<file path="config.mk">
export PLATFORM = sky130hd
export DESIGN_NAME = pc_fetch_sequencer_flat
export DESIGN_NICKNAME = d
export VERILOG_FILES = /design/src/rtl/pc_fetch_if.sv /design/src/rtl/pc_fetch_sequencer.sv /design/src/flat_wrapper.sv
export SDC_FILE = /design/constraint.sdc
export NUM_CORES = 1
export LEC_CHECK = 0
export ABC_AREA = 1
export CORE_MARGIN = 2
export CORE_UTILIZATION = 56
export DETAILED_ROUTE_END_ITERATION = 6
export HOLD_SLACK_MARGIN = 0.12
export PLACE_DENSITY = 0.88
export SLEW_MARGIN = 20
export SYNTH_ARGS = -nofsm -noshare
export SYNTH_HDL_FRONTEND = slang
export SYNTH_SLANG_ARGS = --single-unit
</file>
<file path="constraint.sdc">
create_clock -name clock -period 6.2 [get_ports clock]
set_clock_uncertainty 0.15 [all_clocks]
set_input_delay 0.62 -clock clock [delete_from_list [all_inputs] [get_ports clock]]
set_output_delay 0.62 -clock clock [all_outputs]
set_load 0.03 [all_outputs]
</file>
<file path="src/rtl/pc_fetch_if.sv">
// Fetch-side bus of the PC sequencer: redirect strobes in, instruction-memory handshake and
// presented PC out. The master modport is the sequencer; the slave modport is its environment.
interface pc_fetch_if;
   localparam int unsigned XLEN = 32;

   logic            is_stall;
   logic            imem_req;
   logic [XLEN-1:0] imem_addr;
   logic            imem_ack;
   logic            branch_taken;
   logic [XLEN-1:0] branch_target;
   logic            jump_valid;
   logic [XLEN-1:0] jump_target;
   logic            trap_valid;
   logic            pc_valid;
   logic [XLEN-1:0] pc;
   logic            flush;
   logic            misalign;

   modport master (
      input  is_stall, imem_ack, branch_taken, branch_target, jump_valid, jump_target, trap_valid,
      output imem_req, imem_addr, pc_valid, pc, flush, misalign
   );

   modport slave (
      output is_stall, imem_ack, branch_taken, branch_target, jump_valid, jump_target, trap_valid,
      input  imem_req, imem_addr, pc_valid, pc, flush, misalign
   );
endinterface

</file>
<file path="src/rtl/pc_fetch_sequencer.sv">
// Program-counter sequencer: boot, fetch handshake with instruction memory, stall hold and
// prioritised trap/jump/branch redirects with flush and misalignment reporting.
module pc_fetch_sequencer #(
   parameter logic [31:0] START_ADDR = 32'h0000_0000,
   parameter logic [31:0] TRAP_VEC   = 32'h0000_0004,
   parameter int unsigned INST_BYTES = 4
) (
   input logic        clock,
   input logic        reset,
   pc_fetch_if.master bus
);
   localparam int unsigned XLEN  = 32;
   localparam int unsigned PRI_W = 2;
   localparam logic [PRI_W-1:0] PRI_BRANCH = 2'd0;
   localparam logic [PRI_W-1:0] PRI_JUMP   = 2'd1;
   localparam logic [PRI_W-1:0] PRI_TRAP   = 2'd2;

   typedef enum logic [1:0] {BOOT = 2'd0, FETCH = 2'd1, HOLD = 2'd2} state_t;

   state_t            state_q, state_n;
   logic              imem_req_q, imem_req_n;
   logic [XLEN-1:0]   imem_addr_q, imem_addr_n;
   logic [XLEN-1:0]   pc_q, pc_n;
   logic              pc_valid_q, pc_valid_n;
   logic              flush_q, flush_n;
   logic              misalign_q, misalign_n;
   logic              pend_q, pend_n;
   logic [XLEN-1:0]   pend_tgt_q, pend_tgt_n;
   logic [PRI_W-1:0]  pend_pri_q, pend_pri_n;

   logic              red_valid_c, red_mis_c, red_accept_c, consumed_c;
   logic [PRI_W-1:0]  red_pri_c;
   logic [XLEN-1:0]   red_raw_c, red_tgt_c;

   // Redirect decode; a strobe is accepted only if it outranks any pending redirect
   always_comb begin
      red_valid_c = bus.trap_valid | bus.jump_valid | bus.branch_taken;
      red_pri_c   = PRI_BRANCH;
      red_raw_c   = bus.branch_target;
      if (bus.trap_valid) begin
         red_pri_c = PRI_TRAP;
         red_raw_c = TRAP_VEC;
      end else if (bus.jump_valid) begin
         red_pri_c = PRI_JUMP;
         red_raw_c = bus.jump_target;
      end
      red_mis_c    = red_valid_c && (red_raw_c[1:0] != 2'b00);
      red_tgt_c    = red_mis_c ? TRAP_VEC : red_raw_c;
      red_accept_c = red_valid_c && (state_q != BOOT) && (!pend_q || (red_pri_c > pend_pri_q));
      consumed_c   = pc_valid_q && !bus.is_stall;
   end

   // Next-state and registered-output logic
   always_comb begin
      state_n     = state_q;
      imem_addr_n = imem_addr_q;
      pc_n        = pc_q;
      pc_valid_n  = pc_valid_q;
      pend_n      = pend_q;
      pend_tgt_n  = pend_tgt_q;
      pend_pri_n  = pend_pri_q;
      flush_n     = red_accept_c;
      misalign_n  = red_accept_c && red_mis_c;

      unique case (state_q)
         BOOT: begin
            state_n = FETCH;
         end
         FETCH: begin
            if (bus.imem_ack) begin
               if (red_accept_c || pend_q) begin
                  pc_valid_n  = 1'b0;
                  imem_addr_n = red_accept_c ? red_tgt_c : pend_tgt_q;
               end else begin
                  pc_n        = imem_addr_q;
                  pc_valid_n  = 1'b1;
                  imem_addr_n = imem_addr_q + XLEN'(INST_BYTES);
               end
               pend_n  = 1'b0;
               state_n = bus.is_stall ? HOLD : FETCH;
            end else begin
               if (consumed_c) pc_valid_n = 1'b0;
               if (red_accept_c) begin
                  pend_n     = 1'b1;
                  pend_tgt_n = red_tgt_c;
                  pend_pri_n = red_pri_c;
                  pc_valid_n = 1'b0;
               end
            end
         end
         HOLD: begin
            if (consumed_c) pc_valid_n = 1'b0;
            // No request is outstanding here, so a redirect retargets the next fetch directly
            if (red_accept_c) begin
               imem_addr_n = red_tgt_c;
               pc_valid_n  = 1'b0;
            end
            if (!bus.is_stall) state_n = FETCH;
         end
         default: begin
            state_n = BOOT;
         end
      endcase

      imem_req_n = (state_n == FETCH);
   end

   // State and output registers
   always_ff @(posedge clock or posedge reset) begin
      if (reset) begin
         state_q     <= BOOT;
         imem_req_q  <= 1'b0;
         imem_addr_q <= START_ADDR;
         pc_q        <= START_ADDR;
         pc_valid_q  <= 1'b0;
         flush_q     <= 1'b0;
         misalign_q  <= 1'b0;
         pend_q      <= 1'b0;
         pend_tgt_q  <= '0;
         pend_pri_q  <= PRI_BRANCH;
      end else begin
         state_q     <= state_n;
         imem_req_q  <= imem_req_n;
         imem_addr_q <= imem_addr_n;
         pc_q        <= pc_n;
         pc_valid_q  <= pc_valid_n;
         flush_q     <= flush_n;
         misalign_q  <= misalign_n;
         pend_q      <= pend_n;
         pend_tgt_q  <= pend_tgt_n;
         pend_pri_q  <= pend_pri_n;
      end
   end

   assign bus.imem_req  = imem_req_q;
   assign bus.imem_addr = imem_addr_q;
   assign bus.pc        = pc_q;
   assign bus.pc_valid  = pc_valid_q;
   assign bus.flush     = flush_q;
   assign bus.misalign  = misalign_q;
endmodule
</file>
<file path="src/flat_wrapper.sv">
// flat-port wrapper written by rule: the top's interface ports become plain ports
module pc_fetch_sequencer_flat 
#(
   parameter logic [31:0] START_ADDR = 32'h0000_0000,
   parameter logic [31:0] TRAP_VEC   = 32'h0000_0004,
   parameter int unsigned INST_BYTES = 4
)
  (clock, reset, bus_is_stall, bus_imem_ack, bus_branch_taken, bus_branch_target, bus_jump_valid, bus_jump_target, bus_trap_valid, bus_imem_req, bus_imem_addr, bus_pc_valid, bus_pc, bus_flush, bus_misalign);
  pc_fetch_if bus_i ();
  input logic clock;
  input logic reset;
  input wire logic [$bits(bus_i.is_stall)-1:0] bus_is_stall;
  input wire logic [$bits(bus_i.imem_ack)-1:0] bus_imem_ack;
  input wire logic [$bits(bus_i.branch_taken)-1:0] bus_branch_taken;
  input wire logic [$bits(bus_i.branch_target)-1:0] bus_branch_target;
  input wire logic [$bits(bus_i.jump_valid)-1:0] bus_jump_valid;
  input wire logic [$bits(bus_i.jump_target)-1:0] bus_jump_target;
  input wire logic [$bits(bus_i.trap_valid)-1:0] bus_trap_valid;
  output wire logic [$bits(bus_i.imem_req)-1:0] bus_imem_req;
  output wire logic [$bits(bus_i.imem_addr)-1:0] bus_imem_addr;
  output wire logic [$bits(bus_i.pc_valid)-1:0] bus_pc_valid;
  output wire logic [$bits(bus_i.pc)-1:0] bus_pc;
  output wire logic [$bits(bus_i.flush)-1:0] bus_flush;
  output wire logic [$bits(bus_i.misalign)-1:0] bus_misalign;
  assign bus_i.is_stall = bus_is_stall;
  assign bus_i.imem_ack = bus_imem_ack;
  assign bus_i.branch_taken = bus_branch_taken;
  assign bus_i.branch_target = bus_branch_target;
  assign bus_i.jump_valid = bus_jump_valid;
  assign bus_i.jump_target = bus_jump_target;
  assign bus_i.trap_valid = bus_trap_valid;
  assign bus_imem_req = bus_i.imem_req;
  assign bus_imem_addr = bus_i.imem_addr;
  assign bus_pc_valid = bus_i.pc_valid;
  assign bus_pc = bus_i.pc;
  assign bus_flush = bus_i.flush;
  assign bus_misalign = bus_i.misalign;
  pc_fetch_sequencer #(.START_ADDR(START_ADDR), .TRAP_VEC(TRAP_VEC), .INST_BYTES(INST_BYTES)) u_core (.clock(clock), .reset(reset), .bus(bus_i));
endmodule
</file>
Word-level counts from Yosys, hierarchy flattened
Cells that the tools add are included.
{"block": "word_totals", "ff_bits": 105, "latchBits": 0, "mem_bits_rw": 0, "rom_bits": 0, "inputBits": 71, "wordCells": 61, "n_memories": 0}
{"block": "op_classes", "n_addsub": 1, "n_mul": 0, "n_div": 0, "n_lt_le_gt_ge": 1, "n_eq_ne": 5, "shift": 0, "muxes": 21, "bitwise": 4, "n_reduce_logical": 19}
{"operator": "2-to-1 mux 32 bit", "count": 7}
{"operator": "one-hot mux 32 bit (2 select lines)", "count": 1}
{"operator": "adder 32 x 3 -> 32 bit (second input constant)", "count": 1}
{"operator": "AND reduction 3 bit", "count": 3}
{"operator": "2-to-1 mux 2 bit", "count": 4}
{"operator": "nonzero test 2 bit", "count": 4}
{"operator": "2-to-1 mux 1 bit", "count": 7}
{"operator": "one-hot mux 2 bit (3 select lines)", "count": 1}
{"operator": "logical AND 1 bit", "count": 5}
{"operator": "== test 2 x 1 -> 1 bit (second input constant)", "count": 2}
{"operator": "AND reduction 2 bit", "count": 2}
{"operator": "== test 2 bit (second input constant)", "count": 1}
{"operator": "> comparator 2 bit", "count": 1}
{"operator": "logical NOT 1 bit", "count": 2}
{"operator": "logical NOT 2 bit", "count": 1}
{"operator": "logical OR 1 bit", "count": 2}
{"operator": "!= test 2 x 1 -> 1 bit (second input constant)", "count": 1}
{"operator": "!= test 2 bit (second input constant)", "count": 1}
{"operator": "inverter 1 bit", "count": 2}
{"operator": "bitwise OR 1 bit", "count": 2}
{"operator": "one-hot mux 1 bit (2 select lines)", "count": 1}

Depth between registers and ports, before layout
Gate-level depths: netlist of the first run.
{"block": "depth", "depth_word": 9, "mapped_depth": 17, "ltp_nobuf": 15}

Worst setup path before layout of the first run
OpenSTA, ideal clock, no wires.
{"block": "synth_timing", "path_kind": "in2reg", "startpoint": "input port bus_jump_valid", "endpoint": "register u_core.imem_addr_q[10] (netlist: u_core.bus.imem_addr[10])", "setup_ps": 117, "arrival_time_ps": 2086, "required_ps": 5933, "setup_slack_ps": 3847, "path_stages": 15, "cell_sequence": "buf_4 -> buf_2 -> nand2_1 -> ha_1 -> nand2_1 -> nand2_1 -> nand2_1 -> nand2_4 -> buf_2 -> a21oi_1 -> nand2_1 -> nand2_1 -> nand2_1 -> nand2_1 -> nand2_1"}
{"block": "synth_between", "elab_chain_cells": 9, "word_cells_on_any_way": 21}
{"element": "start: declaration", "line_no": "flat_wrapper.sv:16", "text": "input wire logic [$bits(bus_i.jump_valid)-1:0] bus_jump_valid;"}
{"element": "2-to-1 mux 1 bit or 2-to-1 mux 32 bit (tied branches)", "line_no": "pc_fetch_sequencer.sv:43", "text": "end else if (bus.jump_valid) begin"}
{"element": "2-to-1 mux 2 bit or 2-to-1 mux 32 bit (tied branches)", "line_no": "pc_fetch_sequencer.sv:40", "text": "if (bus.trap_valid) begin"}
{"element": "> comparator 2 bit or nonzero test 2 bit (tied branches)", "line_no": "pc_fetch_sequencer.sv:49, pc_fetch_sequencer.sv:47"}
{"element": "logical OR 1 bit or logical AND 1 bit (tied branches)", "line_no": "pc_fetch_sequencer.sv:49, pc_fetch_sequencer.sv:47"}
{"element": "logical AND 1 bit or 2-to-1 mux 32 bit (tied branches)", "line_no": "pc_fetch_sequencer.sv:49, pc_fetch_sequencer.sv:48"}
{"element": "2-to-1 mux 32 bit or logical OR 1 bit (tied branches)", "line_no": "pc_fetch_sequencer.sv:94, pc_fetch_sequencer.sv:71"}
{"element": "2-to-1 mux 32 bit", "line_no": "pc_fetch_sequencer.sv:71", "text": "if (red_accept_c || pend_q) begin"}
{"element": "2-to-1 mux 32 bit", "line_no": "pc_fetch_sequencer.sv:70", "text": "if (bus.imem_ack) begin"}
{"element": "one-hot mux 32 bit (2 select lines)", "line_no": "pc_fetch_sequencer.sv:65", "text": "unique case (state_q)"}
{"element": "end signal: assignment", "line_no": "pc_fetch_sequencer.sv:124", "text": "imem_addr_q <= imem_addr_n;"}
{"element": "end: declaration", "line_no": "pc_fetch_sequencer.sv:22", "text": "logic [XLEN-1:0] imem_addr_q, imem_addr_n;"}
Parallel ways exist; a longest one is shown, timed or not. The select of a mux whose other input is x is not followed.
A chain may end at the register's enable or synchronous reset.

Final worst setup path of the first run
{"block": "layout_timing", "startpoint": "input port bus_jump_valid", "endpoint": "register u_core.imem_addr_q[26] (netlist: u_core.bus.imem_addr[26])"}
Same word-level chain as after synthesis.

==> run metrics, run 1 <==
final hold viol count=0; fin util=71.7%; worst-case headroom to the max-slew limit=34.9%; Worst Tran Pin Value=0.976 ns; Cell variety after synth=33; outcome=finished, final reports clean; Worst EP arrival=roughly 3.5 ns; largest net degree at the start of global routing=between 70 and 80; mapped cell area=0.00647 mm²; DRC Markers=0; Worst-path clk slew=0.07 ns; antenna-violating nets left=0; Initial Utilization=56.9%; total power=4.14 mW; Setup Buffers After CTS=0; Crit. Startpoint=bus_jump_valid; ratio of cells with drive above 1 in the final layout=3.55%; overall via count from detail_route=approximately 6800; # IOs=about 140; Tmin final=3.44 ns; root buf cell=clkbuf_16; GRT Total Usage=30.4%; drt pass-1 iters=5; H-tree depth=3; Clk Latency, worst-skew pair=between 0.3 and 0.4 ns; Yosys reg bits=105; Max Fclk=between 0.2 and 0.3 GHz; CTS buffer count=9; Die Ht=111 µm; flop2flop setup slack=approximately 3.4 ns; commonest non-fill, non-tap cells in the layout=nand2_1 (447), clkdlybuf4s50_1 (137), dfrtp_1 (105); Worst Hold Class=reg2reg; area delta synth->final=25.9%; ANT cells=0; worst reg2reg path startpoint=u_core.state_q[1]; Required @ worst endpoint=6.30 ns; # hold bufs at CTS=0; worst vdd ir=roughly 0.00032 V; area of the core=approximately 0.011 mm²; CTS Sinks=roughly 110; Slew Viols, Final=0; CTS-repair resized insts=0; critical path peak fanout=53; Worst R2R End=u_core.bus.imem_addr[26]; Mapped Cells=992; number of cell rows=39; Die Wd=111 µm; Tcrit/Tclk final=55.5%; WL per Instance=14.8 µm; pwr dens=508 mW/mm²; Syn Area/Cell=~6.5 µm²; type of element capturing the critical path=flop; Synth Warn #=0; crit path launch type=input pin; crit path kind=in2reg; LEAKAGE=3.88 nW; Worst Reg-to-Reg Cells=11; # port buffers=138; RSZ-0062 raised after global routing=false; RePlAce Congestion=approximately 1; first-pass GRT wire length=30900 µm; total grt overflow=0; CTS tree=yes; part of the Yosys area used for sequential elements=40.6%; Routed WL=18300 µm; full die area=0.0124 mm²; drt via density=5.47; number of global-route vias before repair=6165; Nets=1173; dpl hpwl=12800 µm; Post-Route Setup TNS=0 ns; clock tree buffer depth=2; Iteration-0 DRC Markers=~730; most common cell after layout, fill and taps aside=nand2_1; Max-Cap Viols=0; worst setup margin=roughly 2.8 ns; Setup Viol. Count Final=0; initial antenna violation count=0; CP Capture Point=u_core.bus.imem_addr[26]; DP Worst Slack=1.79 ns; post-synth net total=1070
[state kept, by name, indices dropped and copies added, names as in the netlist]
register,flops
u_core.state_q,2
u_core.bus.pc_valid,1
u_core.pend_pri_q,2
u_core.bus.flush,1
u_core.bus.misalign,1
u_core.bus.pc,32
u_core.bus.imem_req,1
u_core.bus.imem_addr,32
u_core.pend_q,1
u_core.pend_tgt_q,32
[where the power goes]
group | total (mW) | internal [mW] | switching [mW]
registers | 1.22 | 0.959 | 0.261
logic | 2.30 | 0.814 | 1.49
clock network | 0.615 | 0.356 | 0.259
[cell usage after synthesis, drive strengths merged]
| cell | n | area share [%] |
|---|---|---|
| buf | 34 | 2.8 |
| nor2 | 55 | 3.3 |
| xor2 | 3 | 0.41 |
| o22ai | 1 | 0.097 |
| o21ai | 78 | 6.0 |
| ha | 7 | 1.4 |
| nand3b | 2 | 0.43 |
| a41oi | 1 | 0.14 |
| clkinv | 1 | 0.058 |
| a21boi | 1 | 0.12 |
| nand3 | 68 | 5.3 |
| clkbuf | 19 | 1.1 |
| a31oi | 2 | 0.19 |
| nand2 | 450 | 26 |
| nand4 | 1 | 0.097 |
| nor3 | 2 | 0.15 |
| dfrtp | 105 | 41 |
| or2 | 1 | 0.097 |
| a32oi | 1 | 0.14 |
| inv | 66 | 3.9 |
| a21oi | 94 | 7.3 |
[layout make-up]
class | instances | area [µm²]
Timing Repair Buffer | 145 | 1430
Tap cell | 143 | 179
Sequential cell | 105 | 2630
Inverter | 67 | 256
Clock inverter | 6 | 90.1
Fill cell | 961 | 3220
Multi-Input combinational cell | 767 | 3340
Clock buffer | 10 | 229
[cell families after synthesis]
| group | Yosys count | synth area share [%] |
|---|---|---|
| and+or+nand+nor | 579 | 35.8 |
| DFF | 105 | 40.6 |
| buffers and inverters | 120 | 7.89 |
| adders and majority gates | 7 | 1.35 |
| AOI/OAI and AO/OA | 178 | 14.0 |
| xor gates and xnor gates | 3 | 0.406 |
[critical path, stage by stage]
cell and delay [ns]:
clkdlybuf4s50_1 0.39, buf_4 0.24, inv_4 0.31, nand3b_4 0.13
nand2_2 0.11, nand2_2 0.23, inv_2 0.78, nand3_1 0.33
nand2_1 0.17, nand2_1 0.06, nand2_1 0.07, nand2_1 0.05
[metrics by stage]
stage | area (µm²) | hold slack [ns] | instances
floorplan | 6470 | 0.286 | 992
global placement | 7830 | 0.298 | 1227
detailed placement | 7830 | 0.308 | 1227
CTS | 8150 | 0.326 | 1243
global route | 8150 | 0.349 | 1243
finish | 8150 | 0.322 | 1243
[metal layers]
metal  GRT usage (%)  vias up  wire length, µm
met4            7.98        0              280
li1                -     3355                -
met1            45.5     3088             8140
met3            5.93       24             1760
met2            45.8      338             8160
met5               0        -                0
[how the worst min path moves through the flow]
stage,from,endpoint,slack (ns),cells past startpoint
3_3_place_gp,u_core.pend_tgt_q[0],u_core.pend_tgt_q[0],0.30,2
3_5_place_dp,u_core.pend_tgt_q[1],u_core.pend_tgt_q[1],0.31,2
2_1_floorplan,u_core.pend_tgt_q[0],u_core.pend_tgt_q[0],0.29,2
4_1_cts,u_core.pend_tgt_q[1],u_core.pend_tgt_q[1],0.33,2
5_1_grt,u_core.pend_tgt_q[2],u_core.pend_tgt_q[2],0.35,2
6_report,u_core.bus.pc[9],u_core.bus.pc[9],0.32,2
No activity file was read; power rests on OpenSTA's default activity.
==> run 2: changes to the inputs <==
--- a/config.mk
+++ b/config.mk
@@ -7,10 +7,10 @@
 export LEC_CHECK = 0
 export ABC_AREA = 1
 export CORE_MARGIN = 2
-export CORE_UTILIZATION = 56
+export CORE_UTILIZATION = 52
 export DETAILED_ROUTE_END_ITERATION = 6
 export HOLD_SLACK_MARGIN = 0.12
-export PLACE_DENSITY = 0.88
+export PLACE_DENSITY = 0.82
 export SLEW_MARGIN = 20
 export SYNTH_ARGS = -nofsm -noshare
 export SYNTH_HDL_FRONTEND = slang
==> constraint.sdc (replaced) <==
create_clock -name clock -period 3.4 [get_ports clock]
set_clock_uncertainty 0.15 [all_clocks]
set_input_delay 0.34 -clock clock [delete_from_list [all_inputs] [get_ports clock]]
set_output_delay 0.34 -clock clock [all_outputs]
set_load 0.03 [all_outputs]
==> run 2 against run 1 <==
- combinational power up 87%
- setup slack got worse by 1.9 ns
- cell count rose by 2.7%
- count of clock-buffer cells in the layout unchanged
- sequential cell count is the same
- via count is 1.4% lower
- clock power rose by 60%
- critical path type unchanged
- largest cell class unchanged
- largest power group unchanged
==> run metrics, run 2 (synthesized netlist as in run 1, its figures left out) <==
outcome=finished, final reports clean; flop2flop setup slack=1.08 ns (-2.28 ns); overall via count from detail_route=6710 (-1.4%); RePlAce Congestion=0.963 (-5.3%); Die Ht=116 µm (+3.6%); dpl cells=1260 (+2.7%); full die area=0.0134 mm² (+7.4%); LEAKAGE=3.92 nW (+1.1%); worst-case headroom to the max-slew limit=37.3% (+2.4 points); pwr dens=909 mW/mm² (+79%); CTS Sinks=105 (unchanged); largest net degree at the start of global routing=64 (-11%); Slew Viols, Final=0 (unchanged); Slowest-stage cell, CP=inv_2; delay of the slowest cell on the worst path=0.68 ns (-0.10 ns); # IOs=139 (unchanged); # port buffers=138 (unchanged); initial antenna violation count=0 (unchanged); Tcrit/Tclk final=75.5%; root buf cell=clkbuf_16; Worst path most repeated cell=nand2_1; drt via density=5.26 (-3.9%); Initial Utilization=53.6% (-3.3 points); crit path launch type=input pin; dpl hpwl=12900 µm (+0.77%); Setup Viol. Count Final=0 (unchanged); fin util=68.5% (-3.2 points); critical path peak fanout=63 (+19%); area of the core=0.0121 mm² (+6.1%); Worst Hold Class=in2async; WP buf/inv=3 (-1); crit path cell chain=clkdlybuf4s50_1 -> buf_4 -> ha_1 -> nand2_1 -> nand2_1 -> nand2_1 -> nand2_1 -> nand2_4 -> nor2_2 -> inv_2 -> o21ai_0; number of cell rows=40 (+2.6%); Post-Route Setup TNS=0 ns (unchanged); Setup Buffers After CTS=0 (unchanged); Finished Cell Area=0.00826 mm² (+1.4%); most common cell after layout, fill and taps aside=nand2_1; final hold viol count=0 (unchanged); Die Wd=116 µm (+3.6%); Worst R2R End=u_core.bus.imem_req; Placed Area=0.00799 mm² (+2.0%); number of global-route vias before repair=5967 (-3.2%); RSZ-0062 raised after global routing=false; worst reg2reg path startpoint=u_core.state_q[0]; GRT Total Usage=28.3% (-2.1 points); total power=7.50 mW (+81%); drt pass-1 iters=6 (+1); antenna-violating nets left=0 (unchanged); # hold bufs at CTS=0 (unchanged); type of element capturing the critical path=flop; Worst-path clk slew=0.07 ns (about the same); total grt overflow=0 (unchanged); final non-filler cell total=1276 (+2.7%); Routed WL=18200 µm (-0.75%); clock tree buffer depth=2 (unchanged); Clk Latency, worst-skew pair=0.36 ns (about the same); Worst Reg-to-Reg Cells=10 (-1); DRC Markers=0 (unchanged); Worst Tran Pin Value=0.939 ns (-0.0372 ns); WL per Instance=14.3 µm (-3.3%); Iteration-0 DRC Markers=819 (+13%); worst vdd ir=0.000495 V (+53%); Max-Cap Viols=0 (unchanged); CP top delay family=buffers and inverters; H-tree depth=3 (unchanged); Max Fclk=0.390 GHz; crit path kind=in2reg; Required @ worst endpoint=3.45 ns (-2.85 ns); ANT cells=0 (unchanged); Nets=1181 (+0.68%); Tmin final=2.57 ns; first-pass GRT wire length=29700 µm (-3.7%); commonest non-fill, non-tap cells in the layout=nand2_1 (447), clkdlybuf4s50_1 (138), dfrtp_1 (105); Worst EP arrival=2.62 ns (-0.92 ns); CTS tree=yes; CTS buffer count=9 (unchanged); CTS-repair resized insts=0 (unchanged); area delta synth->final=27.7%; ratio of cells with drive above 1 in the final layout=4.15% (+0.61 points)
## run 2: cell types whose count changed in the layout (fill, tap and decap cells not counted)
cell / change
buf_4: +3
inv_6: -1
clkinv_4: +2
clkdlybuf4s50_1: +1
bufinv_16: -2
buf_2: -1
clkinv_2: +1
buf_12: +5
## run 2: cell type report
cell class	count	area [µm²]
Clock buffer	10	229
Clock inverter	6	43.8
Fill cell	1082	3800
Inverter	67	256
Multi-Input combinational cell	767	3340
Sequential cell	105	2630
Tap cell	168	210
Timing Repair Buffer	153	1560
## run 2: through the flow
step / setup slack (ns) / hold WS [ns]
2_1_floorplan: 0.149 / 0.286
3_3_place_gp: 0.563 / 0.302
3_5_place_dp: 0.491 / 0.305
4_1_cts: 0.853 / 0.320
5_1_grt: 0.590 / 0.342
6_report: 0.834 / 0.293
## run 2: worst max path at each step
stage / cells past startpoint / startpoint / end / slack, ns
global placement: 11 / bus_trap_valid / u_core.pend_tgt_q[5] / 0.56
detailed placement: 11 / bus_trap_valid / u_core.pend_tgt_q[6] / 0.49
floorplan: 1 / reset / u_core.bus.flush / 0.15
CTS: 11 / bus_trap_valid / u_core.pend_tgt_q[6] / 0.85
global route: 12 / bus_trap_valid / u_core.pend_tgt_q[22] / 0.59
finish: 11 / bus_trap_valid / u_core.pend_tgt_q[22] / 0.83
## run 2: worst reg2reg max path, cell delays in order, from the launching register on
cell and delay, ns:
dfrtp_1 0.43, inv_1 0.12, ha_1 0.16, buf_4 0.35, clkinv_1 0.12, buf_4 0.28, a21oi_1 0.18, inv_1 0.05
a31oi_1 0.21, inv_1 0.06, nor2_1 0.13
## run 2: power breakdown
group / switching [mW] / internal, mW / total [mW]
sequential: 0.462 / 1.75 / 2.21
clock: 0.484 / 0.500 / 0.984
combinational: 2.74 / 1.57 / 4.31
## run 2: metal layers
| layer | part of all wire, % | wire [µm] | track usage (%) |
|---|---|---|---|
| met1 | 47 | 8570 | 43.4 |
| met2 | 43 | 7900 | 41.3 |
| met3 | 8.1 | 1480 | 4.81 |
| met4 | 1.4 | 249 | 7.87 |
| met5 | 0 | 0 | 0 |
==> run 3: changes to the inputs <==
==> constraint.sdc (replaced) <==
create_clock -name clock -period 2.6 [get_ports clock]
set_clock_uncertainty 0.15 [all_clocks]
set_input_delay 0.26 -clock clock [delete_from_list [all_inputs] [get_ports clock]]
set_output_delay 0.26 -clock clock [all_outputs]
set_load 0.03 [all_outputs]
==> run 3 against run 2 <==
- clock power grew 40%
- count of clock-buffer cells in the layout grew 1
- core utilization grew 0.80 points
- via count grew 2.8%
- critical endpoint is now u_core.bus.imem_addr[3]
- largest cell class unchanged
==> run metrics, run 3 (synthesized netlist as in run 1, its figures left out) <==
outcome=finished, final reports clean; number of global-route vias before repair=6133 (+2.8%); ratio of cells with drive above 1 in the final layout=4.50% (+0.34 points); final hold viol count=0 (unchanged); # hold bufs at CTS=0 (unchanged); Worst EP arrival=2.45 ns (-0.17 ns); worst setup margin=0.304 ns (-0.530 ns); DP Worst Slack=-0.00440 ns (-0.495 ns); type of element capturing the critical path=flop; Worst-path clk slew=0.07 ns (about the same); # IOs=139 (unchanged); largest net degree at the start of global routing=106 (+66%); Setup Viol. Count Final=0 (unchanged); Tmin final=2.30 ns; Finished Cell Area=0.00836 mm² (+1.2%); Worst Hold Class=in2async; worst vdd ir=0.000662 V (+34%); Post-Route Setup TNS=0 ns (unchanged); first-pass GRT wire length=30500 µm (+2.5%); Required @ worst endpoint=2.75 ns (-0.70 ns); Iteration-0 DRC Markers=751 (-8.3%); most common cell after layout, fill and taps aside=nand2_1; Worst Reg-to-Reg Cells=12 (+2); overall via count from detail_route=6900 (+2.8%); Tcrit/Tclk final=88.3%; ANT cells=0 (unchanged); DRC Markers=0 (unchanged); crit path launch type=input pin; CTS buffer count=9 (unchanged); Clk Latency, worst-skew pair=0.36 ns (about the same); Worst R2R End=u_core.bus.imem_addr[21]; dpl hpwl=13500 µm (+4.0%); CTS-repair resized insts=0 (unchanged); critical path peak fanout=59 (-6.3%); antenna-violating nets left=0 (unchanged); Die Wd=116 µm (unchanged); Slew Viols, Final=0 (unchanged); worst-case headroom to the max-slew limit=46.6% (+9.3 points); Nets=1187 (+0.51%); root buf cell=clkbuf_16; drt pass-1 iters=5 (-1); crit path kind=in2reg; Setup Buffers After CTS=0 (unchanged); commonest non-fill, non-tap cells in the layout=nand2_1 (447), clkdlybuf4s50_1 (138), dfrtp_1 (105); WL per Instance=14.9 µm (+4.1%); CTS tree=yes; drt via density=5.39 (+2.5%); Initial Utilization=53.6% (unchanged); clock tree buffer depth=2 (unchanged); final non-filler cell total=1280 (+0.31%); RePlAce Congestion=0.977 (+1.5%); full die area=0.0134 mm² (unchanged); Worst Tran Pin Value=0.800 ns (-0.139 ns); area delta synth->final=29.1%; GRT Total Usage=29.2% (+0.91 points); # port buffers=138 (unchanged); number of cell rows=40 (unchanged); initial antenna violation count=0 (unchanged); fin util=69.3% (+0.80 points); Routed WL=19000 µm (+4.5%); area of the core=0.0121 mm² (unchanged); Max-Cap Viols=0 (unchanged); Placed Area=0.00807 mm² (+1.0%); RSZ-0062 raised after global routing=false; pwr dens=1210 mW/mm² (+33%); Max Fclk=0.435 GHz; flop2flop setup slack=0.35 ns (-0.73 ns); dpl cells=1266 (+0.48%); CTS Sinks=105 (unchanged); total grt overflow=0 (unchanged); LEAKAGE=3.96 nW (+1.1%); Die Ht=116 µm (unchanged); H-tree depth=3 (unchanged); worst reg2reg path startpoint=u_core.bus.imem_addr[2]
-- run 3: layout make-up --
cell class                      count  area [µm²]
Inverter                           67         258
Multi-Input combinational cell    767        3340
Clock buffer                       11         243
Clock inverter                      3        42.5
Tap cell                          168         210
Timing Repair Buffer              159        1640
Sequential cell                   105        2630
Fill cell                        1048        3710
-- run 3: per-stage QoR --
stage / total power, mW / hold WS, ns
2_1_floorplan: 6.50 / 0.286
3_5_place_dp: 8.62 / 0.302
3_3_place_gp: 8.50 / 0.299
4_1_cts: 10.0 / 0.300
5_1_grt: 10.8 / 0.311
6_report: 10.1 / 0.262
-- run 3: critical path: stages --
cell and delay, ns:
clkdlybuf4s50_1 0.51, buf_4 0.22, inv_4 0.11, nand2_1 0.07
nand2_1 0.06, nand2_1 0.06, nand2_1 0.06, nand2_1 0.12
buf_12 0.26, nand2_1 0.17, o21ai_0 0.33, nand3b_1 0.11
nand2_1 0.07
-- run 3: power by group --
part           switching [mW]  internal, mW  total [mW]
clock network           0.615         0.762        1.38
registers               0.618          2.29        2.90
logic                    3.63          2.17        5.80
total                    4.86          5.22        10.1
-- run 3: worst max path at each step --
stage	from	endpoint	slack (ns)
after detailed placement	bus_jump_valid	u_core.bus.pc[20]	-0.004
after floorplan	bus_jump_valid	u_core.bus.imem_addr[10]	0.61
after global routing	u_core.bus.imem_addr[3]	u_core.bus.imem_addr[22]	0.09
final	bus_jump_valid	u_core.bus.imem_addr[3]	0.30
after CTS	bus_jump_valid	u_core.bus.pc[17]	0.39
after global placement	bus_jump_valid	u_core.bus.imem_addr[3]	0.07
-- run 3: layer usage --
metal | vias to the layer above | track usage (%) | share of wire [%]
met5 | - | 0 | 0
li1 | 3389 | - | -
met2 | 317 | 45.2 | 45
met1 | 3157 | 42.4 | 44
met4 | 0 | 9.88 | 2.1
met3 | 37 | 4.18 | 8.0
